--- config.mk ---
export PLATFORM = sky130hd
export DESIGN_NAME = rx_crc5_engine
export DESIGN_NICKNAME = d
export VERILOG_FILES = /design/src/rtl/rx_crc5_engine.sv
export SDC_FILE = /design/constraint.sdc
export NUM_CORES = 1
export LEC_CHECK = 0
export BUFFER_PORTS_ARGS = -buffer_cell sky130_fd_sc_hd__buf_2
export CAP_MARGIN = 20
export CORE_MARGIN = 3
export CORE_UTILIZATION = 60
export CTS_BUF_LIST = sky130_fd_sc_hd__clkbuf_8
export CTS_CLUSTER_DIAMETER = 100
export CTS_CLUSTER_SIZE = 14
export DETAILED_ROUTE_END_ITERATION = 12
export GPL_ROUTABILITY_DRIVEN = 0
export PLACE_DENSITY_LB_ADDON = 0.25
export RECOVER_POWER = 50
export SLEW_MARGIN = 25
export SYNTH_ARGS = -nofsm -noshare
export SYNTH_HDL_FRONTEND = slang
export SYNTH_SLANG_ARGS = --single-unit
--- constraint.sdc ---
create_clock -name i_sys_clk -period 2.6 [get_ports i_sys_clk]
set_input_delay 0.13 -clock i_sys_clk [delete_from_list [all_inputs] [get_ports i_sys_clk]]
set_output_delay 0.13 -clock i_sys_clk [all_outputs]
set_load 0.02 [all_outputs]
--- src/rtl/rx_crc5_engine.sv ---
// Receive-side CRC5 engine: folds deserialized bytes MSB first into a running
// x^5+x^2+1 CRC and presents the final value while RX is in its CRC check phase.
module rx_crc5_engine #(
  parameter logic [4:0] SEED = 5'b11111,
  parameter logic [4:0] POLY = 5'b00101
) (
  input  logic       i_sys_clk,
  input  logic       i_sys_rst,
  input  logic       i_ddrccc_crc_init,
  input  logic       i_rx_byte_valid,
  input  logic [7:0] i_rx_byte,
  input  logic       i_rx_crc_en,
  output logic [4:0] o_rx_crc_value,
  output logic       o_rx_crc_valid,
  output logic       o_crc_busy,
  output logic       o_ddrccc_crc_error
);

  typedef enum logic [1:0] {
    ST_IDLE  = 2'b00,
    ST_SHIFT = 2'b01,
    ST_DONE  = 2'b10
  } state_t;

  state_t      state_r;
  state_t      state_s;

  logic [4:0]  crc_r;
  logic [7:0]  sh_r;
  logic [2:0]  cnt_r;
  logic [7:0]  hb_r;
  logic        hb_full_r;
  logic        err_r;
  logic [4:0]  value_r;
  logic        valid_r;

  logic        shift_s;
  logic        load_byte_s;
  logic        load_hb_s;
  logic        store_hb_s;
  logic        drop_s;
  logic        enter_done_s;
  logic        exit_done_s;
  logic        busy_s;
  logic        last_bit_s;

  // One serial CRC step: shift left, fold in taps when the outgoing bit differs from data.
  function automatic logic [4:0] crc5_step(input logic [4:0] crc, input logic din);
    logic fb;
    fb = crc[4] ^ din;
    return {crc[3:0], 1'b0} ^ (fb ? POLY : 5'b00000);
  endfunction

  assign last_bit_s = (cnt_r == 3'd0);

  // State register.
  always_ff @(posedge i_sys_clk or negedge i_sys_rst) begin
    if (!i_sys_rst) begin
      state_r <= ST_IDLE;
    end else begin
      state_r <= state_s;
    end
  end

  // Next-state logic; init re-seeds from any state.
  always_comb begin
    state_s = state_r;
    if (i_ddrccc_crc_init) begin
      state_s = ST_IDLE;
    end else begin
      case (state_r)
        ST_IDLE: begin
          if (i_rx_byte_valid) begin
            state_s = ST_SHIFT;
          end else if (i_rx_crc_en && !hb_full_r) begin
            state_s = ST_DONE;
          end else begin
            state_s = ST_IDLE;
          end
        end
        ST_SHIFT: begin
          if (last_bit_s && !hb_full_r && !i_rx_byte_valid) begin
            state_s = ST_IDLE;
          end else begin
            state_s = ST_SHIFT;
          end
        end
        ST_DONE: begin
          if (!i_rx_crc_en) begin
            state_s = ST_IDLE;
          end else begin
            state_s = ST_DONE;
          end
        end
        default: begin
          state_s = ST_IDLE;
        end
      endcase
    end
  end

  // Datapath controls decoded from state and inputs.
  always_comb begin
    shift_s      = 1'b0;
    load_byte_s  = 1'b0;
    load_hb_s    = 1'b0;
    store_hb_s   = 1'b0;
    drop_s       = 1'b0;
    enter_done_s = 1'b0;
    exit_done_s  = 1'b0;
    busy_s       = (state_r == ST_SHIFT) | hb_full_r;
    if (i_ddrccc_crc_init) begin
      shift_s = 1'b0;
    end else begin
      case (state_r)
        ST_IDLE: begin
          load_byte_s  = i_rx_byte_valid;
          enter_done_s = !i_rx_byte_valid && i_rx_crc_en && !hb_full_r;
        end
        ST_SHIFT: begin
          shift_s = 1'b1;
          if (last_bit_s) begin
            if (hb_full_r) begin
              // Buffered byte goes in first; a new arrival refills the freed slot.
              load_hb_s  = 1'b1;
              store_hb_s = i_rx_byte_valid;
            end else begin
              load_byte_s = i_rx_byte_valid;
            end
          end else if (i_rx_byte_valid) begin
            if (hb_full_r) begin
              drop_s = 1'b1;
            end else begin
              store_hb_s = 1'b1;
            end
          end else begin
            drop_s = 1'b0;
          end
        end
        ST_DONE: begin
          drop_s      = i_rx_byte_valid;
          exit_done_s = !i_rx_crc_en;
        end
        default: begin
          shift_s = 1'b0;
        end
      endcase
    end
  end

  // CRC, shifter, holding buffer, sticky error and registered result.
  always_ff @(posedge i_sys_clk or negedge i_sys_rst) begin
    if (!i_sys_rst) begin
      crc_r     <= SEED;
      sh_r      <= 8'h00;
      cnt_r     <= 3'd0;
      hb_r      <= 8'h00;
      hb_full_r <= 1'b0;
      err_r     <= 1'b0;
      value_r   <= 5'b00000;
      valid_r   <= 1'b0;
    end else if (i_ddrccc_crc_init) begin
      crc_r     <= SEED;
      hb_full_r <= 1'b0;
      err_r     <= 1'b0;
      valid_r   <= 1'b0;
    end else begin
      if (shift_s) begin
        crc_r <= crc5_step(crc_r, sh_r[7]);
        sh_r  <= {sh_r[6:0], 1'b0};
        cnt_r <= cnt_r - 3'd1;
      end
      if (load_byte_s) begin
        sh_r  <= i_rx_byte;
        cnt_r <= 3'd7;
      end
      if (load_hb_s) begin
        sh_r      <= hb_r;
        cnt_r     <= 3'd7;
        hb_full_r <= 1'b0;
      end
      if (store_hb_s) begin
        hb_r      <= i_rx_byte;
        hb_full_r <= 1'b1;
      end
      if (drop_s) begin
        err_r <= 1'b1;
      end
      if (enter_done_s) begin
        value_r <= crc_r;
        valid_r <= 1'b1;
      end
      if (exit_done_s) begin
        valid_r <= 1'b0;
      end
    end
  end

  assign o_rx_crc_value     = value_r;
  assign o_rx_crc_valid     = valid_r;
  assign o_crc_busy         = busy_s;
  assign o_ddrccc_crc_error = err_r;

endmodule

==> impl_metrics.env, run 1 <==
export IMPL_outcome="finished with violations"
export IMPL_violations="capacitance limit, slew limit"
export IMPL_p_leak_nw=0.820
export IMPL_path_class="reg -> reg"
export IMPL_insertion_delay_ns=0.28
export IMPL_final_cell_mix="dfrtp_1, nand2_1, mux2_2"
export IMPL_grt_pass1_vias=1188
export IMPL_internal_power_mw=1.34
export IMPL_rsz0062_at_grt="no"
export IMPL_dpl_cell_area_um2=1740
export IMPL_antennaDiodeCount=0
export IMPL_first_pass_iters=4
export IMPL_drive_above_1_share_pct=27.1
export IMPL_setup_viol=0
export IMPL_antenna_found_initial=0
export IMPL_maxSlewViolCount=35
export IMPL_syn_avg_cell_area_um2=11.2
export IMPL_period_minus_slack_ns=2.17
export IMPL_drc=0
export IMPL_p_total_mw=1.88
export IMPL_cts_tree="yes"
export IMPL_grt_max_degree=35
export IMPL_grtUsageTotal_pct=21.6
export IMPL_tns_ns=0
export IMPL_end_kind="flop"
export IMPL_synth_cells=145
export IMPL_cts_max_level=2
export IMPL_max_slew_worst_pin_slew_ns=1.75
export IMPL_multi_input_area_um2=713
export IMPL_synth_area_top_cells="dfrtp_1, mux2_2, dfstp_2"
export IMPL_p_clk_share_pct=31.6
export IMPL_worstPathArrival_ns=2.37
export IMPL_crit_required_ns=2.80
export IMPL_pwr_share_seq_pct=43.9
export IMPL_numCtsBuffers=5
export IMPL_holdCritPathClass="in -> reg"
export IMPL_switching_share_pct=28.7
export IMPL_port_buffers=20
export IMPL_synth_top_cell_by_area="dfrtp_1"
export IMPL_grt_overflow=0
export IMPL_fp_dieW_um=58.0
export IMPL_cts_sinks=34
export IMPL_nFillCells=183
export IMPL_cts_resized=0
export IMPL_yosys_warnings=0
export IMPL_cp_top_family="simple AND/OR/NAND/NOR gates"
export IMPL_synthesis_nets=164
export IMPL_viasPerCell=5.91
export IMPL_area_growth_pct=16.1
export IMPL_final_common_cell="dfrtp_1"
export IMPL_ant_nets=0
export IMPL_design_area_um2=1880
export IMPL_drt_total_wl_um=3200
export IMPL_clkTransAtPathRegs_ns=0.07
export IMPL_ys_dominant_reg_cell="dfrtp_1"
export IMPL_rrSetupSlack_ns=0.43
export IMPL_die_area_um2=3360
export IMPL_ir_drop_mv=0.967
export IMPL_worst_setup_path_start_kind="flop"
export IMPL_fp_dieH_um=58.0
export IMPL_synth_seq_area_share_pct=52.9
export IMPL_dpl_hpwl_um=2180
export IMPL_drv_cap=1
export IMPL_synth_top_area_share_pct=44.8
export IMPL_grt_pass1_wl_um=5370
export IMPL_pwr_share_comb_pct=24.5
export IMPL_clock_skew_ns=0.00715
export IMPL_coreArea_um2=2520
export IMPL_ys_types=37
export IMPL_slowest_delay_ns=0.50
export IMPL_p_per_area_nw_per_um2=1000
export IMPL_relSlewSlack_pct=-16.4
export IMPL_cp_slowest_cell="or3_1"
export IMPL_ctsLongestPathBuffers=2
export IMPL_initial_core_util_pct=64.2
export IMPL_ys_async_sr_fraction_pct=100
export IMPL_root_buffer="clkbuf_8"
export IMPL_synth_edf_count=0
export IMPL_cp_cell_sequence="inv_1 > ha_1 > nand2_1 > or3_1 > and2_1 > a31oi_1"
export IMPL_ys_ff_latch=34
export IMPL_crit_fanout=16
export IMPL_nets=188
export IMPL_synth_area_um2=1620
export IMPL_drt_wirelength_per_cell_um=16.0
export IMPL_seq_area_um2=857
export IMPL_crit_buf_inv=1
export IMPL_drtIter0Drc=32
export IMPL_max_freq_mhz=460
export IMPL_hold_viol=0
export IMPL_num_io_pins=21
export IMPL_vias=1182
export IMPL_p_switching_uw=541
export IMPL_row_count=18
export IMPL_finalCritPeriodShare_pct=83.6
## metrics by stage
| step | util, % | setup WS (ns) | hold WS, ns | instances |
|---|---|---|---|---|
| after floorplan | - | 1.02 | -0.166 | 145 |
| after global placement | 68.9 | 0.563 | 0.225 | 191 |
| after detailed placement | 68.9 | 0.454 | 0.233 | 191 |
| after CTS | 75.0 | 0.428 | 0.0862 | 200 |
| after global routing | 74.6 | 0.223 | 0.0905 | 200 |
| final | 74.6 | 0.427 | 0.0942 | 200 |
## state kept, by name, indices dropped and copies added, names as in the netlist
register and cells:
hb_full_r 1, o_rx_crc_valid 1, o_ddrccc_crc_error 1, sh_r 8, hb_r 8, crc_r 5, cnt_r 3, o_rx_crc_value 5
state_r 2
## worst reg2reg max path, stage by stage, from the launching register on
cell and delay [ns]:
dfrtp_1 0.40, inv_1 0.09, ha_1 0.46, nand2_1 0.09, or3_1 0.50, and2_1 0.34, a31oi_1 0.21
## worst paths after layout
check / end / cells past startpoint / from
min in group asynchronous: o_rx_crc_value[2] / 2 / i_sys_rst
worst max register to register: cnt_r[1] / 6 / state_r[1]
worst max-delay path: cnt_r[1] / 6 / state_r[1]
worst min-delay path: hb_r[4] / 2 / i_rx_byte[4]
max in group asynchronous: o_ddrccc_crc_error / 2 / i_sys_rst
worst min register to register: o_ddrccc_crc_error / 2 / o_ddrccc_crc_error
## power groups by stage
stage / sequential, mW / combinational (mW) / clock [mW]
finish: 0.826 / 0.461 / 0.594
global route: 0.845 / 0.511 / 0.630
CTS: 0.823 / 0.476 / 0.605
detailed placement: 0.830 / 0.467 / 0
global placement: 0.816 / 0.443 / 0
floorplan: 0.833 / 0.322 / 0
## cells by family (layout without fill, tap and decap cells)
family | after synthesis | after routing | synth area share (%)
AO/OA/AOI/OAI | 36 | 36 | 14.6
XOR/XNOR | 4 | 4 | 2.16
adder cells (fa/ha/maj) | 6 | 6 | 4.63
buffers and inverters | 11 | 36 | 3.09
flip-flops | 34 | 34 | 52.9
multiplexers | 13 | 13 | 9.03
AND/OR/NAND/NOR | 41 | 41 | 13.6
## cells in the mapped netlist, types with 2 or more instances
| library cell | instances |
|---|---|
| a211o_1 | 4 |
| a21oi_1 | 3 |
| a31oi_1 | 10 |
| and2_1 | 2 |
| clkbuf_1 | 3 |
| dfrtp_1 | 29 |
| dfstp_2 | 5 |
| ha_1 | 6 |
| inv_1 | 6 |
| mux2_2 | 13 |
| nand2_1 | 16 |
| nand3_1 | 2 |
| nor2_1 | 7 |
| nor2b_1 | 3 |
| nor3b_1 | 2 |
| o21ai_0 | 5 |
| o22ai_1 | 7 |
| xnor2_1 | 2 |
| xor2_1 | 2 |
## per-layer routing
layer	vias to the layer above	global-route usage, %	share of wire, %
met3	6	6.24	3.8
li1	563	-	-
met2	26	38.2	53
met1	587	24.6	42
met5	-	0	0
met4	0	7.95	1.4
## layout make-up
type                            instances  area share, %
Clock buffer                            6           4.39
Clock inverter                          2           3.19
Inverter                                6           1.20
Multi-Input combinational cell        100           37.9
Sequential cell                        34           45.6
Tap cell                               30           2.00
Timing Repair Buffer                   22           5.72
## repair_timing
action | in CTS | in global routing
hold buffers | 1 | 0
hold endpoints to repair | 29 | 0
buffers inserted | 0 | 0
(Power assumes the default switching activity.)
==> run 2, diff against run 1 <==
- CORE_UTILIZATION: 60 -> 53
- clock period: 2.6 -> 1.8 ns (I/O delays scaled with it)
==> run 2 against run 1 <==
Compared with the run above: the flow now finishes without violations; sequential cell count is the same; critical path depth is the same; routed wire length shrank 3.0%; highest routed layer unchanged; hold slack lost 0.043 ns.
==> impl_metrics.env, run 2 (synthesis results as in run 1) <==
export IMPL_outcome="complete, no violations"
export IMPL_initial_core_util_pct=57.3
export IMPL_crit_required_ns=1.96
export IMPL_pwr_share_seq_pct=48.6
export IMPL_clock_skew_ns=0.00491
export IMPL_first_pass_iters=4
export IMPL_grt_max_degree=35
export IMPL_cts_max_level=2
export IMPL_cts_sinks=34
export IMPL_root_buffer="clkbuf_8"
export IMPL_vias=1174
export IMPL_finalCritPeriodShare_pct=95.9
export IMPL_drv_cap=0
export IMPL_nFillCells=227
export IMPL_preCtsSetupSlack_ns=0.0715
export IMPL_fin_hold_ws_ns=0.0510
export IMPL_period_minus_slack_ns=1.73
export IMPL_final_common_cell="dfrtp_1"
export IMPL_top_regs="hb_r (8), sh_r (8)"
export IMPL_hold_viol=0
export IMPL_p_per_area_nw_per_um2=1280
export IMPL_grtUsageTotal_pct=19.1
export IMPL_design_area_um2=1900
export IMPL_p_clk_share_pct=23.3
export IMPL_drt_total_wl_um=3110
export IMPL_maxSlewViolCount=0
export IMPL_end_kind="flop"
export IMPL_viasPerCell=5.70
export IMPL_p_leak_nw=0.828
export IMPL_grt_pass1_vias=1165
export IMPL_max_slew_worst_pin_slew_ns=0.816
export IMPL_worstPathArrival_ns=1.89
export IMPL_drive_above_1_share_pct=32.0
export IMPL_row_count=19
export IMPL_area_growth_pct=17.1
export IMPL_grt_overflow=0
export IMPL_drt_wirelength_per_cell_um=15.1
export IMPL_cts_tree="yes"
export IMPL_num_io_pins=21
export IMPL_crit_fanout=5
export IMPL_fp_dieH_um=61.3
export IMPL_antenna_found_initial=0
export IMPL_internal_power_mw=1.67
export IMPL_p_switching_uw=764
export IMPL_path_class="reg -> reg"
export IMPL_relSlewSlack_pct=45.6
export IMPL_max_freq_mhz=579
export IMPL_final_cell_mix="dfrtp_1, nand2_1, mux2_2"
export IMPL_worst_setup_path_start_kind="flop"
export IMPL_fin_util_pct=67.1
export IMPL_numCtsBuffers=5
export IMPL_insertion_delay_ns=0.28
export IMPL_ctsLongestPathBuffers=2
export IMPL_pwr_share_comb_pct=28.1
export IMPL_ir_drop_mv=0.794
export IMPL_coreArea_um2=2830
export IMPL_cp_slowest_cell="dfrtp_1"
export IMPL_ant_nets=0
export IMPL_fp_dieW_um=61.3
export IMPL_holdCritPathClass="in -> reg"
export IMPL_cp_cell_sequence="inv_1 > ha_1 > nor3b_1 > nand3b_1 > buf_4 > mux2_2"
export IMPL_p_total_mw=2.43
export IMPL_dpl_cell_area_um2=1770
export IMPL_setup_viol=0
export IMPL_die_area_um2=3760
export IMPL_switching_share_pct=31.4
export IMPL_dpl_hpwl_um=2140
export IMPL_drc=0
export IMPL_drtIter0Drc=47
export IMPL_slowest_delay_ns=0.44
export IMPL_antennaDiodeCount=0
export IMPL_setup_ws_ns=0.0734
export IMPL_nets=193
export IMPL_port_buffers=20
export IMPL_clkTransAtPathRegs_ns=0.07
export IMPL_grt_pass1_wl_um=5260
==> run 2: cell types whose count changed in the layout (fill, tap and decap cells not counted), sizes merged <==
| cell | previous run | this run |
|---|---|---|
| buf | 13 | 18 |
| bufinv | 2 | 0 |
| clkinv | 0 | 1 |
| inv | 6 | 7 |
==> run 2: power by group through the flow <==
stage	Clock [mW]	Sequential (mW)	Combinational [mW]
after floorplan	0	1.20	0.465
after global placement	0	1.18	0.662
after detailed placement	0	1.19	0.683
after CTS	0.588	1.18	0.687
after global routing	0.616	1.22	0.771
final	0.567	1.18	0.683
==> run 2: through the flow <==
step / std cells / TNS, ns
global route: 206 / -0.0635
global placement: 196 / 0
floorplan: 145 / 0
finish: 206 / 0
CTS: 205 / 0
detailed placement: 196 / 0
==> run 2: worst paths after layout <==
kind / cells after the start / start / slack [ns] / to
setup / recovery: 6 / state_r[0] / 0.07 / o_rx_crc_value[1]
hold / removal: 2 / i_rx_byte[2] / 0.05 / hb_r[2]
setup reg to reg: 6 / state_r[0] / 0.07 / o_rx_crc_value[1]
hold reg to reg: 1 / cnt_r[0] / 0.50 / cnt_r[0]
max in group asynchronous: 2 / i_sys_rst / 0.85 / sh_r[4]
min in group asynchronous: 2 / i_sys_rst / 0.43 / state_r[0]
==> run 2: layout make-up <==
class / count / area (µm²) / area share, %
Tap cell: 31 / 38.8 / 2.04
Inverter: 6 / 22.5 / 1.19
Multi-Input combinational cell: 100 / 742 / 39.1
Timing Repair Buffer: 27 / 146 / 7.71
Sequential cell: 34 / 857 / 45.2
Clock buffer: 6 / 82.6 / 4.35
Clock inverter: 2 / 8.76 / 0.461
==> run 2: what timing repair did <==
item / CTS / global route
hold endpoints to repair: 29 / 0
setup buffers: 0 / 1
setup endpoints to repair: 0 / 15
hold buffers: 1 / 0
resized for setup: 0 / 7
==> run 2: routing by layer <==
metal | vias up | track usage (%) | wire length, µm
met5 | - | 0 | 0
met4 | 0 | 6.81 | 48
met3 | 7 | 5.03 | 111
met2 | 18 | 29.2 | 1430
met1 | 572 | 26.5 | 1510
li1 | 577 | - | -
==> run 2: worst max-delay path, delay by kind of cell (launching register included) <==
kind / cells / cell delay [ns]
DFF: 1 / 0.44
buffers and inverters: 2 / 0.28
adders and majority gates: 1 / 0.18
and+or+nand+nor: 2 / 0.43
muxes: 1 / 0.27
